==> config.mk <==
export PLATFORM = sky130hd
export DESIGN_NAME = rt_ibex_pcs_restore_seq
export DESIGN_NICKNAME = d
export VERILOG_FILES = /design/src/rtl/rt_ibex_pcs_pkg.sv /design/src/rtl/rt_ibex_pcs_restore_seq.sv
export SDC_FILE = /design/constraint.sdc
export NUM_CORES = 1
export LEC_CHECK = 0
export BUFFER_PORTS_ARGS = -buffer_cell sky130_fd_sc_hd__buf_4
export CAP_MARGIN = 25
export CORE_ASPECT_RATIO = 1.75
export CORE_MARGIN = 1
export CORE_UTILIZATION = 35
export CTS_CLUSTER_DIAMETER = 120
export DETAILED_ROUTE_END_ITERATION = 7
export GPL_ROUTABILITY_DRIVEN = 0
export PLACE_DENSITY = 0.56
export SLEW_MARGIN = 10
export SYNTH_ARGS = -nofsm -noshare
export SYNTH_HDL_FRONTEND = slang
export SYNTH_SLANG_ARGS = --single-unit
==> constraint.sdc <==
create_clock -name clk_i -period 4.4 [get_ports clk_i]
set_clock_uncertainty 0.2 [all_clocks]
set_input_delay 0.88 -clock clk_i [delete_from_list [all_inputs] [get_ports clk_i]]
set_output_delay 0.88 -clock clk_i [all_outputs]
set_load 0.1 [all_outputs]
==> src/rtl/rt_ibex_pcs_pkg.sv <==
// Shared types and constants for the preemptive-context-save path.
// Keeps the LIFO and the restore sequencer in agreement on snapshot layout.
package rt_ibex_pcs_pkg;

  localparam int unsigned PcsNrSavedRegs = 9;
  localparam int unsigned PcsAddrWidth   = 5;

  typedef enum logic [1:0] {
    IDLE  = 2'd0,
    WRITE = 2'd1,
    DONE  = 2'd2
  } restore_state_t;

  // Slot 0 is x1; the remaining slots hold the caller-saved temporaries/args.
  localparam logic [PcsNrSavedRegs-1:0][PcsAddrWidth-1:0]
    PcsDefaultRegMap = {
      5'd14, 5'd13, 5'd12, 5'd11, 5'd10,
      5'd7,  5'd6,  5'd5,  5'd1
    };

endpackage

==> src/rtl/rt_ibex_pcs_restore_seq.sv <==
// Restore sequencer: captures a popped register snapshot and writes it
// back through the shared RF write port, one register per granted cycle.
module rt_ibex_pcs_restore_seq
  import rt_ibex_pcs_pkg::*;
#(
  parameter int unsigned NrSavedRegs = PcsNrSavedRegs,
  parameter int unsigned DataWidth   = 32,
  parameter int unsigned AddrWidth   = PcsAddrWidth,
  parameter logic [NrSavedRegs-1:0][AddrWidth-1:0]
    RegAddrMap = PcsDefaultRegMap
) (
  input  logic                                clk_i,
  input  logic                                rst_ni,
  input  logic                                restore_en_i,
  input  logic [NrSavedRegs-1:0][DataWidth-1:0] restore_data_i,
  output logic                                rf_we_o,
  output logic [AddrWidth-1:0]                rf_waddr_o,
  output logic [DataWidth-1:0]                rf_wdata_o,
  input  logic                                rf_wgnt_i,
  output logic                                busy_o,
  output logic                                done_o,
  output logic                                overrun_o
);

  localparam int unsigned IdxW =
    (NrSavedRegs > 1) ? $clog2(NrSavedRegs) : 1;
  localparam logic [IdxW-1:0] LastIdx = IdxW'(NrSavedRegs - 1);

  restore_state_t state_q, state_d;
  logic [IdxW-1:0] idx_q, idx_d;
  logic [NrSavedRegs-1:0][DataWidth-1:0] buf_q, buf_d;

  logic [AddrWidth-1:0] slot_addr;
  logic                 slot_skip;

  // Next-state, index advance, snapshot capture and RF request outputs.
  always_comb begin
    state_d    = state_q;
    idx_d      = idx_q;
    buf_d      = buf_q;
    rf_we_o    = 1'b0;
    rf_waddr_o = '0;
    rf_wdata_o = '0;
    done_o     = 1'b0;
    overrun_o  = 1'b0;
    slot_addr  = RegAddrMap[idx_q];
    slot_skip  = (slot_addr == '0);

    unique case (state_q)
      IDLE: begin
        if (restore_en_i) begin
          buf_d   = restore_data_i;
          idx_d   = '0;
          state_d = WRITE;
        end
      end
      WRITE: begin
        overrun_o = restore_en_i;
        if (!slot_skip) begin
          rf_we_o    = 1'b1;
          rf_waddr_o = slot_addr;
          rf_wdata_o = buf_q[idx_q];
        end
        // x0 slots retire without using the port.
        if (slot_skip || rf_wgnt_i) begin
          if (idx_q == LastIdx) begin
            state_d = DONE;
          end else begin
            idx_d = idx_q + 1'b1;
          end
        end
      end
      DONE: begin
        done_o    = 1'b1;
        overrun_o = restore_en_i;
        state_d   = IDLE;
      end
      default: begin
        state_d = IDLE;
      end
    endcase
  end

  assign busy_o = (state_q != IDLE);

  // State, index and snapshot registers.
  always_ff @(posedge clk_i or negedge rst_ni) begin
    if (!rst_ni) begin
      state_q <= IDLE;
      idx_q   <= '0;
      buf_q   <= '0;
    end else begin
      state_q <= state_d;
      idx_q   <= idx_d;
      buf_q   <= buf_d;
    end
  end

endmodule

==> Word-level counts from Yosys, hierarchy flattened <==
Memory sizes are Yosys's and may differ from the RTL's.
Index checks and enable logic that the tools add are counted.
W data, S select, Z words.
{ "totals": {"romBits": 80, "n_memories": 1, "ff_bits": 294, "out_inout_bits": 41, "inputBits": 292} }
{ "mem_list": {"columns": ["name", "words", "width", "read_ports", "rd_ports_with_merged_regs", "wr", "line", "rtl"], "rows": [
  ["(no name shown)", 16, 5, 1, 0, 0, "rt_ibex_pcs_restore_seq.sv:46", "slot_addr = RegAddrMap[idx_q];"]
]} }
{ "op_classes": {"n_eq_ne": 7, "mux": 19, "n_reduce_logical": 9, "n_lt_le_gt_ge": 1, "n_addsub": 1} }
{ "op_table": {"columns": ["operator", "n"], "rows": [
  ["$bmux W32 S4", 1],
  ["$mux W32", 3],
  ["$mux W5", 3],
  ["$mux W4", 3],
  ["$ne A2 B2 Y1 const B", 4],
  ["$pmux W4 S2", 1],
  ["$mux W2", 3],
  ["$logic_not A5 Y1", 1],
  ["$lt A4 B5 Y1 const B", 1],
  ["$add A4 B1 Y4 const B", 1],
  ["$eq A4 B4 Y1 const B", 1],
  ["$mux W1", 4],
  ["$pmux W2 S2", 1],
  ["$reduce_and A4 Y1", 1],
  ["$reduce_bool A2 Y1", 2],
  ["$reduce_and A3 Y1", 1],
  ["$eq A2 B1 Y1 const B", 1],
  ["$eq A2 B2 Y1 const B", 1],
  ["$logic_not A2 Y1", 1],
  ["$reduce_and A2 Y1", 1],
  ["$reduce_or A2 Y1", 1],
  ["$logic_or A1 B1 Y1", 1]
]} }

==> Depth between registers and ports, before layout <==
Gate-level depths: netlist (run 1).
{ "logic_depth": {"word_depth": 6, "ltp_mapped": 11, "ltp_nobuf": 6} }

==> Worst setup path before layout (run 1) <==
No wires, ideal clock.
{ "synth_path": {"path_type": "register to output", "from": "register idx_q[1]", "to": "output port rf_wdata_o[12]", "slack_ns": -0.492, "arrival_time_ns": 3.812, "required_time_ns": 3.320, "stages_incl_launch_ff": 10, "cell_sequence": "dfrtp_1 > clkbuf_1 > inv_1 > clkbuf_1 > clkbuf_1 > ha_1 > nand3b_1 > o21ai_4 > clkbuf_1 > nor3_1"} }
{ "synth_between": {"elab_chain_len": 5} }
{ "synth_rtl": {"columns": ["element", "line", "rtl"], "rows": [
  ["start: declaration", "rt_ibex_pcs_restore_seq.sv:30", "logic [IdxW-1:0] idx_q, idx_d;"],
  ["start signal: assignment", "rt_ibex_pcs_restore_seq.sv:94", "idx_q <= idx_d;"],
  ["$mem_v2 Z16 W5", null, null],
  ["$mux W5 (implied by the code)", "rt_ibex_pcs_restore_seq.sv:46", null],
  ["$logic_not A5 Y1", "rt_ibex_pcs_restore_seq.sv:47", "slot_skip = (slot_addr == '0);"],
  ["$mux W32 (*)", "rt_ibex_pcs_restore_seq.sv:59", "if (!slot_skip) begin"],
  ["$mux W32 (*)", "rt_ibex_pcs_restore_seq.sv:49", "unique case (state_q)"],
  ["end: declaration", "rt_ibex_pcs_restore_seq.sv:18", "output logic [DataWidth-1:0] rf_wdata_o,"]
]} }
Every way passes the cells marked *; elsewhere a longest branch is shown, timed or not. The select of a mux whose other input is x is not followed.

==> Worst setup path after layout (run 1) <==
{ "layout_path": {"from": "register idx_q[0]", "to": "output port rf_wdata_o[18]"} }
The elaborated chain is that of the path after synthesis.

==> results of run 1 <==
[placed cells by master, fill, tap and decap left out, types with 19 or more instances in the layout]
master / synthesis / routed
sky130_fd_sc_hd__clkbuf_16: 0 / 31
sky130_fd_sc_hd__mux4_2: 20 / 20
sky130_fd_sc_hd__nor2b_1: 20 / 19
sky130_fd_sc_hd__mux2_2: 288 / 288
sky130_fd_sc_hd__a21oi_1: 36 / 36
sky130_fd_sc_hd__dfrtp_1: 294 / 291
sky130_fd_sc_hd__inv_1: 25 / 25
sky130_fd_sc_hd__mux2i_1: 54 / 54
sky130_fd_sc_hd__buf_4: 9 / 345
[path summary, 6_finish.rpt]
check	startpoint	to
min in group clk_i	buf_q[255]	buf_q[255]
setup / recovery	idx_q[0]	rf_wdata_o[18]
hold / removal	rst_ni	buf_q[211]
hold reg to reg	buf_q[255]	buf_q[255]
max in group asynchronous	rst_ni	buf_q[230]
setup reg to reg	state_q[0]	buf_q[25]
[flip-flops by register name, indices dropped and copies added (netlist names)]
register  count
idx_q         4
buf_q       288
state_q       2
[power by group]
| group | internal, mW | switching, mW | total [mW] |
|---|---|---|---|
| clock network | 1.76 | 1.10 | 2.87 |
| logic | 3.03 | 4.63 | 7.66 |
| registers | 4.09 | 0.768 | 4.86 |
[layer usage]
layer,routed length [um],GRT usage,up-vias
li1,-,-,4308
met1,16240,0.2463,4728
met2,20630,0.3373,272
met3,1946,0.03237,59
met4,1363,0.1026,0
met5,0,0,-
[logic make-up (layout without fill, tap and decap cells)]
family,after synthesis,in the layout,synth area share
AO/OA/AOI/OAI,160,160,0.08496
adder cells (fa/ha/maj),8,8,0.007270
buffers and inverters,107,434,0.03716
flip-flops,294,294,0.5343
multiplexers,362,362,0.3075
other,1,13,0.0002723
AND/OR/NAND/NOR,73,73,0.02853
[final cells by class]
class,count,area [sq um]
antenna,12,30.03
clock buffer,41,893.4
clock inverter,14,225.2
fill,3544,20710
inverter,26,97.59
multi-input combinational,604,5966
sequential,294,7363
tap,485,606.8
timing repair buffer,353,2740
[repair_timing]
item / CTS / global route
hold buffers: 0 / 0
endpoints found under the setup margin: 0 / 1
resized for setup: 0 / 1
==> qor.yml, run 1 <==
final_core_util: 0.4639
grt_pass1_wl_um: 60910
post-layout-total-power_mw: 15.38
power.leakage_nw: 7.846
die_w_um: 151.9
timing_hold_violations_final: 0
setup_violations: 0
dp_cells: 1761
maximum_number_of_pins_on_one_net_before_global_route_repair: 114
power.density_cell_area_nw_per_um2: 858.0
post-cts-setup-buffers: 0
cts.root.buffer_cell: "sky130_fd_sc_hd__clkbuf_16"
postSynthRegisterBits: 294
final_layout_size_suffix_gt1_frac: 0.5548
cp_num_cells: 6
critical-path-max-stage-delay_ns: 0.56
synthesized_area_divided_by_synthesized_cell_count_sq_um: 13.70
cells_along_the_critical_path: "buf_12 -> and2b_1 -> o2bb2ai_1 -> a21oi_1 -> nor3_1 -> buf_4"
period_utilization_post_route: 0.9357
nNetsFinal: 1609
cp_top_family: "buffers and inverters"
global_route.overflow_total: 0
clkTransAtPathRegs_ns: 0.06
layout.cells.non_filler: 1829
pre_cts_slack_ns: 0.6673
clock_sinks: 294
via_count: 9367
kind_of_critical_path: "flip-flop to output pin"
max_cap_violations: 0
layout-area-overhead-vs-synth_pct: 30.16
grt_antenna_before_repair: 12
start_util: 0.3564
finalCriticalPeriod_ns: 4.117
placeableCoreArea_sq_um: 38630
track_usage: 0.1996
area_of_all_placed_cells_without_fillers_sq_um: 17920
dr.pass1.iters: 7
clkLatencyLatePin_ns: 0.57
antenna_left: 0
max_slew_margin: 0.4785
design.portCount: 333
synth_enable_flop_cells: 0
cp_data_arrival_time_ns: 3.04
first_global_vias: 10080
r2r.worst_path.cells: 5
ir_drop_mv: 0.4098
synth_commonest_cells: "sky130_fd_sc_hd__dfrtp_1, sky130_fd_sc_hd__mux2_2, sky130_fd_sc_hd__mux2i_1"
synth.cell_area_sq_um: 13770
yosysMostFrequentCell: "sky130_fd_sc_hd__dfrtp_1"
worstSetupStartpointType: "flip-flop"
crit_required_ns: 3.32
setup.worst_path.end_class: "output pin"
inserted_clock_buffers: 30
netlist_instances: 1005
drt_iter0_markers: 538
rsz0062_at_grt: "false"
drc_errors: 32
critical_path.slowest_cell: "sky130_fd_sc_hd__and2b_1"
die_y_um: 264.4
cp_max_fo: 113
holdWs_ns: 0.1576
wirelength_um: 40180
yosysUniqueCellTypes: 45
overall_die_area_sq_um: 40170
synth.area.top_cells: "sky130_fd_sc_hd__dfrtp_1, sky130_fd_sc_hd__mux2_2, sky130_fd_sc_hd__mux2i_1, sky130_fd_sc_hd__mux4_2, sky130_fd_sc_hd__buf_2"
placementRows: 95
area_fraction_of_the_dominant_cell_type_after_synthesis: 0.5343
status: "finished, violations left"
syn_nets: 1305
hold_path.class: "input port to asynchronous set/reset pin"
critPathBufInv: 2
failed_checks: "DRC"
place_hpwl_um: 29130
synth-async-reset-ratio: 1.000
dominantRegCellSynth: "sky130_fd_sc_hd__dfrtp_1"
ys_seq_area_frac: 0.5343
wire_per_inst_um: 21.97
cts_tree: "built"
dominant_cell_type_by_area_after_synthesis: "sky130_fd_sc_hd__dfrtp_1"
tns_ns: 0
final.setup.worst_slack_ns: 0.2829
tightestPinTransition_ns: 0.7822
detailed_place.area_sq_um: 16750
maximum_clock_frequency_mhz: 242.9
cts_htree_levels: 1
yosysWarningCount: 0
max-clock-path-buffers: 3
route.detailed.vias_per_inst: 5.121
ff2ff_setup_slack_ns: 1.90
portBuffers: 331
finalMaxSlewViolations: 0
Note: power is estimated with default switching activity, not from simulation.
==> inputs of run 2 (changes only) <==
Settings changed: CORE_ASPECT_RATIO 1.75 to default, PLACE_DENSITY 0.56 to 0.54, SLEW_MARGIN 10 to default.
==> qor.yml, run 2 (synthesized netlist as in run 1, its figures left out) <==
status: "finished clean"
inserted_clock_buffers: 35  # +17%
route.detailed.vias_per_inst: 5.034  # -1.7%
track_usage: 0.2080  # +0.008453
layout.cells.non_filler: 1862  # +1.8%
placementRows: 72  # -24%
portBuffers: 331  # unchanged
power.density_cell_area_nw_per_um2: 867.2  # +1.1%
via_count: 9373  # +0.064%
holdWs_ns: 0.1460  # -0.01165 ns
wire_per_inst_um: 22.26  # +1.3%
antennaDiodeCount: 0  # -12
r2r.worst_path.cells: 5  # unchanged
cp_data_arrival_time_ns: 3.17  # +0.13 ns
post-cts-setup-buffers: 0  # unchanged
setup_violations: 0  # unchanged
most_flops_register: "buf_q"
period_utilization_post_route: 0.9662  # +0.03054
max_slew_margin: 0.3302  # -0.1483
rsz0062_at_grt: "false"
global_route.overflow_total: 0  # unchanged
kind_of_critical_path: "flip-flop to output pin"
start_util: 0.3555  # -0.0009786
wirelength_um: 41450  # +3.2%
fillerInstances: 3586  # +1.2%
cts.root.buffer_cell: "sky130_fd_sc_hd__clkbuf_16"
hold_path.class: "input port to asynchronous set/reset pin"
largest_register_ffs: 288  # unchanged
max-clock-path-buffers: 3  # unchanged
clock_sinks: 294  # unchanged
layout.cells.most_common_list: "sky130_fd_sc_hd__buf_4, sky130_fd_sc_hd__dfrtp_1, sky130_fd_sc_hd__mux2_2, sky130_fd_sc_hd__mux2i_1, sky130_fd_sc_hd__clkbuf_16"
drt_iter0_markers: 350  # -35%
setup.worst_path.end_class: "output pin"
placeableCoreArea_sq_um: 38740  # +0.28%
drc_errors: 0  # -100%
clkLatencyLatePin_ns: 0.53  # -0.04 ns
finalMaxSlewViolations: 0  # unchanged
maximum_number_of_pins_on_one_net_before_global_route_repair: 114  # unchanged
die_w_um: 200.3  # +32%
power.leakage_nw: 7.911  # +0.83%
max_cap_violations: 0  # unchanged
design.portCount: 333  # unchanged
grt_antenna_before_repair: 0  # -12
place_hpwl_um: 30110  # +3.4%
tightestPinTransition_ns: 1.005  # +0.2225 ns
cts_tree: "built"
first_global_vias: 9909  # -1.7%
ir_drop_mv: 0.5194  # +27%
cts_hold_buf: 0  # unchanged
cts_htree_levels: 2  # +1
clkTransAtPathRegs_ns: 0.06  # about the same
grt_pass1_wl_um: 62770  # +3.1%
nNetsFinal: 1621  # +0.75%
antenna_left: 0  # unchanged
cts.repair.resized: 0  # unchanged
tns_ns: 0  # unchanged
finalCriticalPeriod_ns: 4.251  # +0.1344 ns
layout-area-overhead-vs-synth_pct: 30.96
layout_commonest_cell: "sky130_fd_sc_hd__buf_4"
largest_registers: "buf_q x288, idx_q x4, state_q x2"
crit_required_ns: 3.32  # about the same
timing_hold_violations_final: 0  # unchanged
overall_die_area_sq_um: 40140  # about the same
final_layout_size_suffix_gt1_frac: 0.5573  # +0.002487
maximum_clock_frequency_mhz: 235.2  # -3.2%
dr.pass1.iters: 4  # -3
dp_cells: 1802  # +2.3%
die_y_um: 200.3  # -24%
worstSetupStartpointType: "flip-flop"
cp_max_fo: 18  # -84%
[run 2: layout make-up]
type,instances,area (sq um),area share
Inverter,26,97.59,0.005412
Clock buffer,52,1082,0.06002
Sequential cell,294,7366,0.4085
Multi-Input combinational cell,604,5963,0.3307
Clock inverter,8,65.06,0.003608
Tap cell,518,648.1,0.03594
Timing Repair Buffer,360,2810,0.1558
[run 2: final timing paths]
path / from / to / slack (ns)
setup / recovery: idx_q[2] / rf_wdata_o[6] / 0.15
setup reg to reg: state_q[0] / buf_q[43] / 1.79
hold reg to reg: buf_q[55] / buf_q[55] / 0.30
hold / removal: rst_ni / buf_q[143] / 0.15
min in group clk_i: buf_q[55] / buf_q[55] / 0.30
max in group asynchronous: rst_ni / buf_q[108] / 2.81
[run 2: report_power, final]
group / switching, mW / internal, mW / leakage (nW)
registers: 0.794 / 4.09 / 3.44
logic: 4.80 / 3.07 / 3.90
clock network: 1.14 / 1.75 / 0.575
total: 6.73 / 8.91 / 7.91
[run 2: layer usage]
layer / up-vias / part of all wire / track usage
li1: 4337 / - / -
met1: 4716 / 0.48 / 0.2983
met2: 267 / 0.44 / 0.3058
met3: 53 / 0.061 / 0.05402
met4: 0 / 0.024 / 0.06625
met5: - / 0 / 0
[run 2: through the flow]
stage | total power, mW | instance area, sq um | worst slack (ns) | util
global route | 16.48 | 18030 | 0.04904 | 0.4655
finish | 15.64 | 18030 | 0.1486 | 0.4655
detailed placement | 12.84 | 16880 | 0.7004 | 0.4359
floorplan | 10.63 | 13820 | -0.4917 | -
CTS | 15.83 | 18030 | 0.1027 | 0.4655
global placement | 12.78 | 16880 | 0.7423 | 0.4359
[run 2: critical path, cell delays in order, from the launching register on]
cell and delay [ns]:
sky130_fd_sc_hd__dfrtp_4 0.60, sky130_fd_sc_hd__ha_1 0.36, sky130_fd_sc_hd__nand3b_1 0.16, sky130_fd_sc_hd__o21ai_4 0.06, sky130_fd_sc_hd__or3_1 0.72, sky130_fd_sc_hd__o22ai_2 0.39
sky130_fd_sc_hd__buf_4 0.34
==> inputs of run 3 (changes only) <==
Settings changed: CELL_PAD_IN_SITES_DETAIL_PLACEMENT from default to 1, CELL_PAD_IN_SITES_GLOBAL_PLACEMENT from default to 1, PLACE_DENSITY 0.54 to default, PLACE_DENSITY_LB_ADDON from default to 0.3.
==> qor.yml, run 3 (synthesized netlist as in run 1, its figures left out) <==
period_utilization_post_route: 0.9689  # +0.002708
finalMaxSlewViolations: 0  # unchanged
placeableCoreArea_sq_um: 38740  # unchanged
seq_power_share: 0.310  # -0.002
start_util: 0.3555  # unchanged
nNetsFinal: 1618  # -0.19%
clock_sinks: 294  # unchanged
post-layout-total-power_mw: 15.64  # about the same
most_flops_register: "buf_q"
final_layout_size_suffix_gt1_frac: 0.5519  # -0.005387
layout_commonest_cell: "sky130_fd_sc_hd__buf_4"
die_w_um: 200.3  # unchanged
wirelength_um: 41180  # -0.66%
max_slew_margin: 0.3922  # +0.06201
die_y_um: 200.3  # unchanged
wire_per_inst_um: 22.15  # -0.50%
track_usage: 0.2087  # +0.0006390
power_switching_mw: 6.659  # -1.0%
power.density_cell_area_nw_per_um2: 867.0  # about the same
cp_data_arrival_time_ns: 3.18  # about the same
timing_hold_violations_final: 0  # unchanged
finalCriticalPeriod_ns: 4.263  # +0.01192 ns
setup_violations: 0  # unchanged
layout-area-overhead-vs-synth_pct: 31.02  # about the same
status: "finished clean"
cts.root.buffer_cell: "sky130_fd_sc_hd__clkbuf_16"
cp_max_fo: 113  # +95
max-clock-path-buffers: 3  # unchanged
via_count: 9475  # +1.1%
maximum_number_of_pins_on_one_net_before_global_route_repair: 114  # unchanged
global_route.overflow_total: 0  # unchanged
netSwitchingFraction: 0.4257  # -0.004547
holdWs_ns: 0.2104  # +0.06441 ns
post-cts-setup-buffers: 0  # unchanged
route.detailed.vias_per_inst: 5.097  # +1.3%
largest_registers: "buf_q x288, idx_q x4, state_q x2"
design.portCount: 333  # unchanged
inserted_clock_buffers: 36  # +2.9%
cts_hold_buf: 0  # unchanged
largest_register_ffs: 288  # unchanged
clkTransAtPathRegs_ns: 0.05  # about the same
tightestPinTransition_ns: 0.9117  # -0.09302 ns
antenna_left: 0  # unchanged
grt_pass1_wl_um: 63690  # +1.5%
grt_antenna_before_repair: 2  # +2
ir_drop_mv: 0.4918  # -5.3%
drc_errors: 0  # unchanged
portBuffers: 331  # unchanged
worstSetupStartpointType: "flip-flop"
max_cap_violations: 0  # unchanged
layout.cells.most_common_list: "sky130_fd_sc_hd__buf_4, sky130_fd_sc_hd__dfrtp_1, sky130_fd_sc_hd__mux2_2, sky130_fd_sc_hd__mux2i_1, sky130_fd_sc_hd__clkbuf_16"
cellInternalPower_mw: 8.983  # +0.82%
drt_iter0_markers: 366  # +4.6%
crit_required_ns: 3.32  # about the same
overall_die_area_sq_um: 40140  # unchanged
placementRows: 72  # unchanged
dr.pass1.iters: 4  # unchanged
power.leakage_nw: 7.894  # -0.22%
cts_tree: "built"
portion_of_total_power_attributed_to_combinational_logic: 0.502  # about the same
final_core_util: 0.4657  # about the same
maximum_clock_frequency_mhz: 234.6  # -0.28%
kind_of_critical_path: "flip-flop to output pin"
place_hpwl_um: 29170  # -3.1%
clkLatencyLatePin_ns: 0.53  # about the same
setup.worst_path.end_class: "output pin"
first_global_vias: 10330  # +4.3%
power.share.clock: 0.189  # +0.004
hold_path.class: "input port to asynchronous set/reset pin"
cts_htree_levels: 2  # unchanged
==> run 3: area by class of cell <==
cell class | count | area (sq um)
fillers | 4010 | 20700
flip-flops and latches | 294 | 7363
multi-input cells | 604 | 5964
repair buffers | 356 | 2795
clock buffers | 56 | 1077
well taps | 518 | 648.1
inverters | 26 | 97.59
clock inverters | 3 | 90.09
diodes | 2 | 5.005
==> run 3: timing repair <==
item | CTS | global route
gates cloned | 0 | 0
gates resized for setup | 1 | 1
setup endpoints to repair | 5 | 1
hold endpoints to repair | 0 | 0
==> run 3: critical path, cell delays in order (launching register included) <==
cell,delay (ns)
sky130_fd_sc_hd__dfrtp_4,0.44
sky130_fd_sc_hd__buf_16,0.53
sky130_fd_sc_hd__and2b_2,0.49
sky130_fd_sc_hd__o2bb2ai_1,0.22
sky130_fd_sc_hd__a21oi_1,0.15
sky130_fd_sc_hd__nor3_1,0.40
sky130_fd_sc_hd__buf_4,0.38
==> run 3: power by group through the flow <==
stage	sequential (mW)	clock (mW)	combinational [mW]
after floorplan	4.56	0	6.07
after global placement	4.81	0	7.76
after CTS	4.84	3.06	7.90
after detailed placement	4.86	0	7.87
after global routing	5.03	3.16	8.31
final	4.84	2.95	7.85
==> run 3: path summary, 6_finish.rpt <==
check | end | cells past startpoint | start | slack [ns]
max | rf_wdata_o[2] | 6 | idx_q[0] | 0.14
min in group clk_i | buf_q[228] | 1 | buf_q[228] | 0.30
max in group asynchronous | buf_q[270] | 2 | rst_ni | 2.88
max reg2reg | buf_q[171] | 5 | state_q[0] | 1.91
min | buf_q[86] | 1 | rst_ni | 0.21
min reg2reg | buf_q[228] | 1 | buf_q[228] | 0.30
==> run 3: per-stage QoR <==
step           worst slack, ns  cells  instance area, sq um   TNS (ns)
2_1_floorplan          -0.4917   1005                 13820     -5.499
3_3_place_gp            0.4541   1797                 16830          0
3_5_place_dp            0.4312   1797                 16830          0
4_1_cts                0.01677   1856                 18000          0
5_1_grt              -0.002320   1859                 18040  -0.002320
6_report                0.1367   1859                 18040          0
==> run 3: per-layer routing <==
| metal | global-route usage | up-vias | wire length, um |
|---|---|---|---|
| li1 | - | 4315 | - |
| met1 | 0.2976 | 4851 | 19370 |
| met2 | 0.3176 | 241 | 18580 |
| met3 | 0.03742 | 68 | 1977 |
| met4 | 0.07497 | 0 | 1247 |
| met5 | 0 | - | 0 |
